`src/rtl/hex_keypad_scanner_if.sv`:
```
// Consumer-side bundle of the hex keypad scanner: entered number, key events and the ack handshake.
`timescale 1ns/1ps
interface hex_keypad_scanner_if;
  logic        ack;
  logic [11:0] number;
  logic [1:0]  digits;
  logic        full;
  logic [3:0]  key_code;
  logic        key_strobe;
  logic        overrun;

  modport master (
    input  ack,
    output number, digits, full, key_code, key_strobe, overrun
  );

  modport slave (
    output ack,
    input  number, digits, full, key_code, key_strobe, overrun
  );
endinterface

```
`src/rtl/hex_keypad_scanner.sv`:
```
// 4x4 hex keypad scanner: column drive, debounced key detection and a 3-digit entry buffer.
`timescale 1ns/1ps
module hex_keypad_scanner #(
  parameter int unsigned SCAN_DIV       = 1000,
  parameter int unsigned DEBOUNCE_SCANS = 4
) (
  input  logic                  clk,
  input  logic                  rst_n,
  input  logic [3:0]            row,
  output logic [3:0]            col,
  hex_keypad_scanner_if.master  kp
);

  localparam int unsigned DIV_W = (SCAN_DIV > 1) ? $clog2(SCAN_DIV) : 1;
  localparam int unsigned CNT_W = $clog2(DEBOUNCE_SCANS + 1);
  localparam logic [DIV_W-1:0] DIV_LAST = DIV_W'(SCAN_DIV - 1);
  localparam logic [CNT_W-1:0] CNT_DONE = CNT_W'(DEBOUNCE_SCANS);
  localparam logic [CNT_W-1:0] CNT_ONE  = CNT_W'(1);

  typedef enum logic [1:0] {
    S_IDLE,
    S_DEBOUNCE,
    S_RELEASE
  } state_e;

  logic [3:0]       row_s1_q, row_s2_q;
  logic [DIV_W-1:0] div_q, div_d;
  logic [1:0]       col_idx_q, col_idx_d;
  logic [3:0]       col_q, col_d;
  logic             acc_hit_q, acc_hit_d;
  logic [3:0]       acc_code_q, acc_code_d;
  state_e           state_q, state_d;
  logic [CNT_W-1:0] cnt_q, cnt_d;
  logic [3:0]       cand_q, cand_d;
  logic [11:0]      number_q, number_d;
  logic [1:0]       digits_q, digits_d;
  logic             full_q, full_d;
  logic [3:0]       key_code_q, key_code_d;
  logic             key_strobe_q, key_strobe_d;
  logic             overrun_q, overrun_d;

  logic             sample_c;
  logic             scan_done_c;
  logic             col_hit_c;
  logic [1:0]       row_idx_c;
  logic             scan_hit_c;
  logic [3:0]       scan_code_c;
  logic             accept_c;

  // Lowest active row in the currently driven column
  always_comb begin
    col_hit_c = 1'b0;
    row_idx_c = 2'd0;
    for (int r = 3; r >= 0; r--) begin
      if (!row_s2_q[r]) begin
        col_hit_c = 1'b1;
        row_idx_c = 2'(r);
      end
    end
  end

  // Column divider, drive and per-scan first-hit accumulator
  always_comb begin
    sample_c    = (div_q == DIV_LAST);
    scan_done_c = sample_c && (col_idx_q == 2'd3);
    scan_hit_c  = acc_hit_q | col_hit_c;
    scan_code_c = acc_hit_q ? acc_code_q : {row_idx_c, col_idx_q};

    div_d      = sample_c ? '0 : div_q + DIV_W'(1);
    col_idx_d  = sample_c ? col_idx_q + 2'd1 : col_idx_q;
    col_d      = ~(4'b0001 << col_idx_d);
    acc_hit_d  = acc_hit_q;
    acc_code_d = acc_code_q;
    if (sample_c) begin
      if (col_idx_q == 2'd3) begin
        acc_hit_d  = 1'b0;
        acc_code_d = 4'd0;
      end else if (!acc_hit_q && col_hit_c) begin
        acc_hit_d  = 1'b1;
        acc_code_d = {row_idx_c, col_idx_q};
      end
    end
  end

  // Debounce FSM, evaluated once per completed scan
  always_comb begin
    state_d  = state_q;
    cnt_d    = cnt_q;
    cand_d   = cand_q;
    accept_c = 1'b0;
    case (state_q)
      S_IDLE: begin
        if (scan_done_c && scan_hit_c) begin
          cand_d  = scan_code_c;
          cnt_d   = CNT_ONE;
          state_d = S_DEBOUNCE;
        end
      end
      S_DEBOUNCE: begin
        if (scan_done_c) begin
          if (scan_hit_c && (scan_code_c == cand_q)) begin
            if (cnt_q + CNT_ONE == CNT_DONE) begin
              accept_c = 1'b1;
              cnt_d    = '0;
              state_d  = S_RELEASE;
            end else begin
              cnt_d = cnt_q + CNT_ONE;
            end
          end else begin
            cnt_d   = '0;
            state_d = S_IDLE;
          end
        end
      end
      S_RELEASE: begin
        if (scan_done_c) begin
          if (scan_hit_c) begin
            cnt_d = '0;
          end else if (cnt_q + CNT_ONE == CNT_DONE) begin
            cnt_d   = '0;
            state_d = S_IDLE;
          end else begin
            cnt_d = cnt_q + CNT_ONE;
          end
        end
      end
      default: begin
        cnt_d   = '0;
        state_d = S_IDLE;
      end
    endcase
  end

  // Entry buffer; an ack coinciding with an accept while full clears before the new digit lands
  always_comb begin
    number_d     = number_q;
    digits_d     = digits_q;
    full_d       = full_q;
    key_code_d   = key_code_q;
    key_strobe_d = accept_c;
    overrun_d    = 1'b0;
    if (accept_c) begin
      key_code_d = cand_q;
      if (full_q && kp.ack) begin
        number_d = {8'h00, cand_q};
        digits_d = 2'd1;
        full_d   = 1'b0;
      end else if (full_q) begin
        overrun_d = 1'b1;
      end else begin
        number_d = {number_q[7:0], cand_q};
        digits_d = digits_q + 2'd1;
        full_d   = (digits_q == 2'd2);
      end
    end else if (full_q && kp.ack) begin
      number_d = 12'h000;
      digits_d = 2'd0;
      full_d   = 1'b0;
    end
  end

  always_ff @(posedge clk or negedge rst_n) begin
    if (!rst_n) begin
      row_s1_q     <= 4'hF;
      row_s2_q     <= 4'hF;
      div_q        <= '0;
      col_idx_q    <= 2'd0;
      col_q        <= 4'b1110;
      acc_hit_q    <= 1'b0;
      acc_code_q   <= 4'd0;
      state_q      <= S_IDLE;
      cnt_q        <= '0;
      cand_q       <= 4'd0;
      number_q     <= 12'h000;
      digits_q     <= 2'd0;
      full_q       <= 1'b0;
      key_code_q   <= 4'd0;
      key_strobe_q <= 1'b0;
      overrun_q    <= 1'b0;
    end else begin
      row_s1_q     <= row;
      row_s2_q     <= row_s1_q;
      div_q        <= div_d;
      col_idx_q    <= col_idx_d;
      col_q        <= col_d;
      acc_hit_q    <= acc_hit_d;
      acc_code_q   <= acc_code_d;
      state_q      <= state_d;
      cnt_q        <= cnt_d;
      cand_q       <= cand_d;
      number_q     <= number_d;
      digits_q     <= digits_d;
      full_q       <= full_d;
      key_code_q   <= key_code_d;
      key_strobe_q <= key_strobe_d;
      overrun_q    <= overrun_d;
    end
  end

  assign col           = col_q;
  assign kp.number     = number_q;
  assign kp.digits     = digits_q;
  assign kp.full       = full_q;
  assign kp.key_code   = key_code_q;
  assign kp.key_strobe = key_strobe_q;
  assign kp.overrun    = overrun_q;

endmodule

```
`src/flat_wrapper.sv`:
```
// flat-port wrapper written by rule: the top's interface ports become plain ports
module hex_keypad_scanner_flat 
#(
  parameter int unsigned SCAN_DIV       = 1000,
  parameter int unsigned DEBOUNCE_SCANS = 4
)
  (clk, rst_n, row, col, kp_ack, kp_number, kp_digits, kp_full, kp_key_code, kp_key_strobe, kp_overrun);
  hex_keypad_scanner_if kp_i ();
  input  logic clk;
  input  logic rst_n;
  input  logic [3:0] row;
  output logic [3:0] col;
  input wire logic [$bits(kp_i.ack)-1:0] kp_ack;
  output wire logic [$bits(kp_i.number)-1:0] kp_number;
  output wire logic [$bits(kp_i.digits)-1:0] kp_digits;
  output wire logic [$bits(kp_i.full)-1:0] kp_full;
  output wire logic [$bits(kp_i.key_code)-1:0] kp_key_code;
  output wire logic [$bits(kp_i.key_strobe)-1:0] kp_key_strobe;
  output wire logic [$bits(kp_i.overrun)-1:0] kp_overrun;
  assign kp_i.ack = kp_ack;
  assign kp_number = kp_i.number;
  assign kp_digits = kp_i.digits;
  assign kp_full = kp_i.full;
  assign kp_key_code = kp_i.key_code;
  assign kp_key_strobe = kp_i.key_strobe;
  assign kp_overrun = kp_i.overrun;
  hex_keypad_scanner #(.SCAN_DIV(SCAN_DIV), .DEBOUNCE_SCANS(DEBOUNCE_SCANS)) u_core (.clk(clk), .rst_n(rst_n), .row(row), .col(col), .kp(kp_i));
endmodule
```
`config.mk`:
```
export PLATFORM = sky130hd
export DESIGN_NAME = hex_keypad_scanner_flat
export DESIGN_NICKNAME = d
export VERILOG_FILES = /design/src/rtl/hex_keypad_scanner_if.sv /design/src/rtl/hex_keypad_scanner.sv /design/src/flat_wrapper.sv
export SDC_FILE = /design/constraint.sdc
export NUM_CORES = 1
export LEC_CHECK = 0
export ABC_AREA = 0
export CAP_MARGIN = 20
export CELL_PAD_IN_SITES_DETAIL_PLACEMENT = 2
export CELL_PAD_IN_SITES_GLOBAL_PLACEMENT = 2
export CORE_MARGIN = 4
export CORE_UTILIZATION = 37
export CTS_CLUSTER_DIAMETER = 80
export DETAILED_ROUTE_END_ITERATION = 12
export PLACE_DENSITY = 0.85
export SLEW_MARGIN = 10
export SYNTH_ARGS = -nofsm -noshare
export SYNTH_HDL_FRONTEND = slang
export SYNTH_SLANG_ARGS = --single-unit
```
`constraint.sdc`:
```
create_clock -name clk -period 2.9 [get_ports clk]
set_clock_uncertainty 0.1 [all_clocks]
set_input_delay 0.58 -clock clk [delete_from_list [all_inputs] [get_ports clk]]
set_output_delay 0.58 -clock clk [all_outputs]
set_load 0.01 [all_outputs]
```
; Word level (Yosys, flattened, before mapping)
; Cells that the tools add are included.
[classes]
eq_ne = 14
muxes = 49
n_bitwise = 2
n_addsub = 4
n_reduce_logical = 14
n_shift = 1
[op_table]
columns = operator, count
row1 = $mux W12, 4
row2 = $mux W2, 16
row3 = $mux W3, 6
row4 = $mux W1, 17
row5 = $mux W4, 3
row6 = $add A10 B1 Y10 const B, 1
row7 = $eq A10 B10 Y1 const B, 1
row8 = $mux W10, 1
row9 = $pmux W3 S3, 1
row10 = $ne A2 B1 Y1 const B, 4
row11 = $eq A2 B2 Y1 const B, 3
row12 = $pmux W2 S3, 1
row13 = $reduce_and A2 Y1, 3
row14 = $reduce_and A6 Y1, 1
row15 = $logic_and A1 B1 Y1, 5
row16 = $add A2 B1 Y2 const B, 2
row17 = $eq A4 B4 Y1, 1
row18 = $ne A2 B2 Y1 const B, 2
row19 = $not A4 Y4, 1
row20 = $reduce_bool A2 Y1, 2
row21 = $shl A1 B2 Y4 const A, 1
row22 = $add A3 B1 Y3 const B, 1
row23 = $eq A3 B3 Y1 const B, 1
row24 = $ne A3 B3 Y1 const B, 1
row25 = 5 further kinds, 5
[word_totals]
in_bits = 7
output_inout_bits = 25
reg_bits = 59
word_cells = 100

; Depth between registers and ports, before layout
[depth]
depth_word = 12
depth_mapped = 8
depth_no_buf = 7

; Least setup slack after synthesis
; Ideal clock, no wire load.
[synth_timing]
path_kind = register -> register
start = reg u_core.div_q[0]
end = reg u_core.key_code_q[1], in the netlist u_core.kp.key_code[1]
path_slack_ns = 0.694
setup_ns = 0.125
stages_incl_launch_ff = 8
period_less_slack_ns = 2.206
path_buffers = 1
required_time_ns = 2.675
arrival_ns = 1.981
cell_sequence = dfrtp_1 ha_1 nand2_1 nor3_4 nand3_1 nor3_4 buf_6 mux2_2
[synth_via]
elab_chain_cells = 4
[synth_lines]
columns = element, line
row1 = from (decl), hex_keypad_scanner.sv:27  ; logic [DIV_W-1:0] div_q, div_d;
row2 = from (signal assigned), hex_keypad_scanner.sv:183  ; div_q <= div_d;
row3 = $eq A10 B10 Y1, hex_keypad_scanner.sv:64  ; sample_c = (div_q == DIV_LAST);
row4 = $logic_and A1 B1 Y1, hex_keypad_scanner.sv:65  ; scan_done_c = sample_c && (col_idx_q == 2'd3);
row5 = $mux W1, hex_keypad_scanner.sv:100  ; if (scan_done_c) begin
row6 = $mux W1, hex_keypad_scanner.sv:91  ; case (state_q)
row7 = to (signal assigned), hex_keypad_scanner.sv:194  ; key_code_q <= key_code_d;
row8 = to (decl), hex_keypad_scanner.sv:38  ; logic [3:0] key_code_q, key_code_d;
; No other way between the ends.
; A chain may end at the register's enable or synchronous reset.

; Worst setup path in the final report
[layout_timing]
start = reg u_core.row_s2_q[0]
end = reg u_core.number_q[6], in the netlist u_core.kp.number[6]
[layout_via]
elab_chain_cells = 9
word_cells_on_any_way = 12
classes_between = eq/ne: 1 / mux: 7 / bitwise: 1 / reduce/logical: 3
[layout_lines]
columns = element, line
row1 = from (decl), hex_keypad_scanner.sv:26  ; logic [3:0] row_s1_q, row_s2_q;
row2 = from (signal assigned), hex_keypad_scanner.sv:182  ; row_s2_q <= row_s1_q;
row3 = $mux W2, hex_keypad_scanner.sv:55  ; if (!row_s2_q[r]) begin
row4 = $mux W4, hex_keypad_scanner.sv:67  ; scan_code_c = acc_hit_q ? acc_code_q : {row_idx_c, col_idx_q};
row5 = $eq A4 B4 Y1, hex_keypad_scanner.sv:101  ; if (scan_hit_c && (scan_code_c == cand_q)) begin
row6 = $logic_and A1 B1 Y1 (*), hex_keypad_scanner.sv:101
row7 = $mux W1 (*), hex_keypad_scanner.sv:101
row8 = $mux W1 (*), hex_keypad_scanner.sv:100
row9 = $mux W1 (*), hex_keypad_scanner.sv:91
row10 = $reduce_bool A2 Y1 (no source line), --
row11 = $reduce_and A2 Y1 (no source line), --
row12 = to (signal assigned), hex_keypad_scanner.sv:191  ; number_q <= number_d;
row13 = to (decl), hex_keypad_scanner.sv:35  ; logic [11:0] number_q, number_d;
; Every way passes the cells marked *; elsewhere a longest branch is shown, timed or not.

==> results_tabular.tex <==
\begin{tabular}{lr}
\hline
Metric & Value \\
\hline
\multicolumn{2}{l}{\textbf{Timing}} \\
Max-Slew Margin vs Limit & 50.9\% \\
Worst-Margin Slew & 737 ps \\
Unrepaired setup endpoints after global routing & false \\
Final number of setup-violating endpoints & 0 \\
Final hold violation count & 0 \\
Accumulated negative setup slack & 0 ps \\
Number of pins exceeding their max-slew limit in the final report & 0 \\
Max frequency & 378 MHz \\
Period Utilization, post-route & 91.3\% \\
Tmin final & 2650 ps \\
\multicolumn{2}{l}{\textbf{Finish}} \\
Final-layout fill cell count & 782 \\
Final Cell Area & 3370 sq um \\
Layout Nets & 290 \\
Most common cell after layout, fill and taps aside & sky130\_fd\_sc\_hd\_\_dfrtp\_1 \\
Layout cell share with drive strength beyond 1 & 18.1\% \\
P\&R area growth vs syn & 23.1\% \\
Highest-count cells in the layout ignoring fill and taps & sky130\_fd\_sc\_hd\_\_dfrtp\_1, sky130\_fd\_sc\_hd\_\_clkdlybuf4s50\_1, sky130\_fd\_sc\_hd\_\_nor2\_1 \\
Post-route core utilization & 46.7\% \\
Number of inserted diodes & 0 \\
\multicolumn{2}{l}{\textbf{Clock network}} \\
Sinks on Clock Net & 59 \\
\# H-tree levels & 3 \\
Buffer levels on the longest clock path & 2 \\
CTS tree & built \\
Root Buffer & sky130\_fd\_sc\_hd\_\_clkbuf\_8 \\
Number of buffers inserted during clock tree synthesis & 9 \\
Clock transition at path regs & 60 ps \\
Quantity of hold-fixing buffers added after cts & 0 \\
Clock latency reported for the late side of the worst-skew pair & 340 ps \\
Number of post-CTS setup repair buffers & 0 \\
\multicolumn{2}{l}{\textbf{Power}} \\
Worst-case vdd ir drop & 0.000327 V \\
Total power per unit cell area & 522 nW/um\^{}2 \\
Leakage dissipation & 1.43 nW \\
\multicolumn{2}{l}{\textbf{Detailed routing}} \\
Total length of routed wires & 7.01 mm \\
Vias per cell & 5.19 \\
Remaining routing DRC violations & 0 \\
Number of antenna-violating nets in the routed design & 0 \\
Detailed-router iteration count before antenna repair & 4 \\
Routed vias & 1972 \\
Mean routed wirelength per cell & 18.4 microns \\
DRT iter0 DRCs & 76 \\
\multicolumn{2}{l}{\textbf{Status}} \\
Outcome & finished, final reports clean \\
\multicolumn{2}{l}{\textbf{Synth}} \\
Sequential cell area fraction in the yosys report & 54.4\% \\
Cell type with the largest total area after synthesis & sky130\_fd\_sc\_hd\_\_dfrtp\_1 \\
Unique masters post-synth & 51 \\
Mean instance size in the synthesized netlist & 11.6 sq um \\
Netlist Area Pre-Place & 2740 sq um \\
Share of the synthesized area in the top cell type & 43.9\% \\
Count of flip-flops with a built-in enable after synthesis & 0 \\
Warnings, synthesis & 0 \\
Async set-reset flop share out of synthesis & 100\% \\
Ys flop type & sky130\_fd\_sc\_hd\_\_dfrtp\_1 \\
Flops \& latches, synth & 59 \\
Synthesized instance count & 236 \\
Area contributors post-synth & sky130\_fd\_sc\_hd\_\_dfrtp\_1, sky130\_fd\_sc\_hd\_\_dfstp\_2, sky130\_fd\_sc\_hd\_\_mux2i\_1 \\
Net count after synthesis & 250 \\
\multicolumn{2}{l}{\textbf{Worst setup path}} \\
Crit Path Max Fanout & 8 \\
Path type of the worst setup path & register to register \\
Kind of start point of the critical path & register \\
CP arrival & 2740 ps \\
Category of the worst setup path capture point & register \\
Critical Path RT & 2990 ps \\
\multicolumn{2}{l}{\textbf{Flow run}} \\
Max capacitance violation total & 0 \\
\multicolumn{2}{l}{\textbf{Global route}} \\
Global-route wire length before repair & 12.2 mm \\
Final global-route overflow total & 0 \\
Aggregate global-route resource usage & 18.2\% \\
Number of global-route vias before repair & 2278 \\
Pin count of the biggest net entering global routing & 60 \\
Antenna violations before repair & 0 \\
\multicolumn{2}{l}{\textbf{Place}} \\
Input/output buffers & 31 \\
RD Place Congestion & 0.730 \\
Detail Placement HPWL & 5.01 mm \\
Placed standard-cell area & 3160 sq um \\
\multicolumn{2}{l}{\textbf{Die}} \\
Core Rows & 31 \\
Die Outline Area & 8840 sq um \\
Floorplan die width & 94.0 microns \\
Count of boundary I/O pins & 32 \\
Die Ht & 94.0 microns \\
Initial core utilization & 37.9\% \\
Core ar. & 7210 sq um \\
\multicolumn{2}{l}{\textbf{Hold path}} \\
Worst min-delay path category & register to register \\
\hline
\end{tabular}
==> stage by stage <==
step,cells,total power [mW],hold WS (ps),worst slack (ps)
6_report,380,1.76,256,251
5_1_grt,380,1.84,260,21.2
4_1_cts,380,1.79,257,126
3_5_place_dp,364,0.971,248,218
3_3_place_gp,364,0.963,246,388
2_1_floorplan,236,0.905,184,694
==> critical path, stage by stage, from the launching register on <==
cell and delay, ps:
sky130_fd_sc_hd__dfstp_2 580, sky130_fd_sc_hd__nand2_1 130, sky130_fd_sc_hd__a211oi_1 340, sky130_fd_sc_hd__o2111ai_2 310, sky130_fd_sc_hd__nor3_4 410, sky130_fd_sc_hd__buf_4 270
sky130_fd_sc_hd__mux2i_1 250, sky130_fd_sc_hd__o21ai_1 110
==> registers in the layout (all words and copies together), names as in the netlist <==
signal / cells
u_core.acc_code_q: 4
u_core.acc_hit_q: 1
u_core.cand_q: 4
u_core.cnt_q: 3
u_core.col: 4
u_core.col_idx_q: 2
u_core.div_q: 10
u_core.kp.digits: 2
u_core.kp.full: 1
u_core.kp.key_code: 4
u_core.kp.key_strobe: 1
u_core.kp.number: 12
u_core.kp.overrun: 1
u_core.row_s1_q: 4
u_core.row_s2_q: 4
u_core.state_q: 2
==> timing repair <==
action,in CTS,in global routing
setup endpoints to repair,0,12
resized for setup,0,1
hold endpoints to repair,0,0
==> area by class of cell <==
cell class | count | area (sq um) | area share, %
sequential | 59 | 1490 | 44.3
multi-input combinational | 163 | 1170 | 34.8
timing repair buffer | 37 | 350 | 10.4
clock buffer | 11 | 131 | 3.90
tap | 99 | 124 | 3.68
clock inverter | 5 | 77.6 | 2.30
inverter | 6 | 22.5 | 0.668
==> power breakdown <==
group / switching (mW) / internal [mW] / leakage [nW]
logic: 0.0477 / 0.0415 / 0.569
clock network: 0.323 / 0.481 / 0.103
registers: 0.0185 / 0.847 / 0.761
total: 0.389 / 1.37 / 1.43
==> synthesized netlist by cell type (2+ instances only) <==
library cell               count
sky130_fd_sc_hd__nor4_1        2
sky130_fd_sc_hd__a211oi_1      2
sky130_fd_sc_hd__dfstp_2      11
sky130_fd_sc_hd__buf_6         3
sky130_fd_sc_hd__nand3_1       7
sky130_fd_sc_hd__xnor2_1       4
sky130_fd_sc_hd__o21ai_0      10
sky130_fd_sc_hd__a32o_1        4
sky130_fd_sc_hd__o21ai_1       9
sky130_fd_sc_hd__ha_1          7
sky130_fd_sc_hd__clkbuf_1      4
sky130_fd_sc_hd__nand2_1      21
sky130_fd_sc_hd__inv_1         6
sky130_fd_sc_hd__a21o_1        2
sky130_fd_sc_hd__xor2_1        6
sky130_fd_sc_hd__nand2b_1      5
sky130_fd_sc_hd__mux2_2        7
sky130_fd_sc_hd__mux2i_1      10
sky130_fd_sc_hd__o22ai_1       2
sky130_fd_sc_hd__nor2_1       22
sky130_fd_sc_hd__nor2b_1       5
sky130_fd_sc_hd__a21oi_1       9
sky130_fd_sc_hd__a22o_1        2
sky130_fd_sc_hd__nor3_4        2
sky130_fd_sc_hd__dfrtp_1      48
==> path summary, 6_finish.rpt <==
check	depth (start not counted)	slack [ps]	start	endpoint
worst max-delay path	7	250	u_core.row_s2_q[0]	u_core.kp.number[6]
worst max register to register	7	250	u_core.row_s2_q[0]	u_core.kp.number[6]
worst min-delay path	0	260	u_core.row_s1_q[0]	u_core.row_s2_q[0]
min in group asynchronous	2	280	rst_n	u_core.kp.number[5]
worst min register to register	0	260	u_core.row_s1_q[0]	u_core.row_s2_q[0]
max in group asynchronous	2	1870	rst_n	u_core.acc_hit_q
==> logic make-up (layout without fill, tap and decap cells) <==
| group | after synthesis | after routing | share of synthesized area, % |
|---|---|---|---|
| AND/OR/NAND/NOR | 73 | 73 | 14.8 |
| flip-flops | 59 | 59 | 54.4 |
| adder cells (fa/ha/maj) | 7 | 7 | 3.20 |
| XOR/XNOR | 11 | 11 | 3.79 |
| buffers and inverters | 14 | 59 | 2.74 |
| AO/OA/AOI/OAI | 54 | 54 | 13.7 |
| multiplexers | 18 | 18 | 7.36 |
==> per-layer routing <==
layer | GRT usage, % | wire [microns]
met4 | 5.78 | 106
met5 | 0 | 0
met1 | 20.6 | 2870
met2 | 33.2 | 3750
met3 | 4.57 | 281
Note: power is estimated with default switching activity, not from simulation.
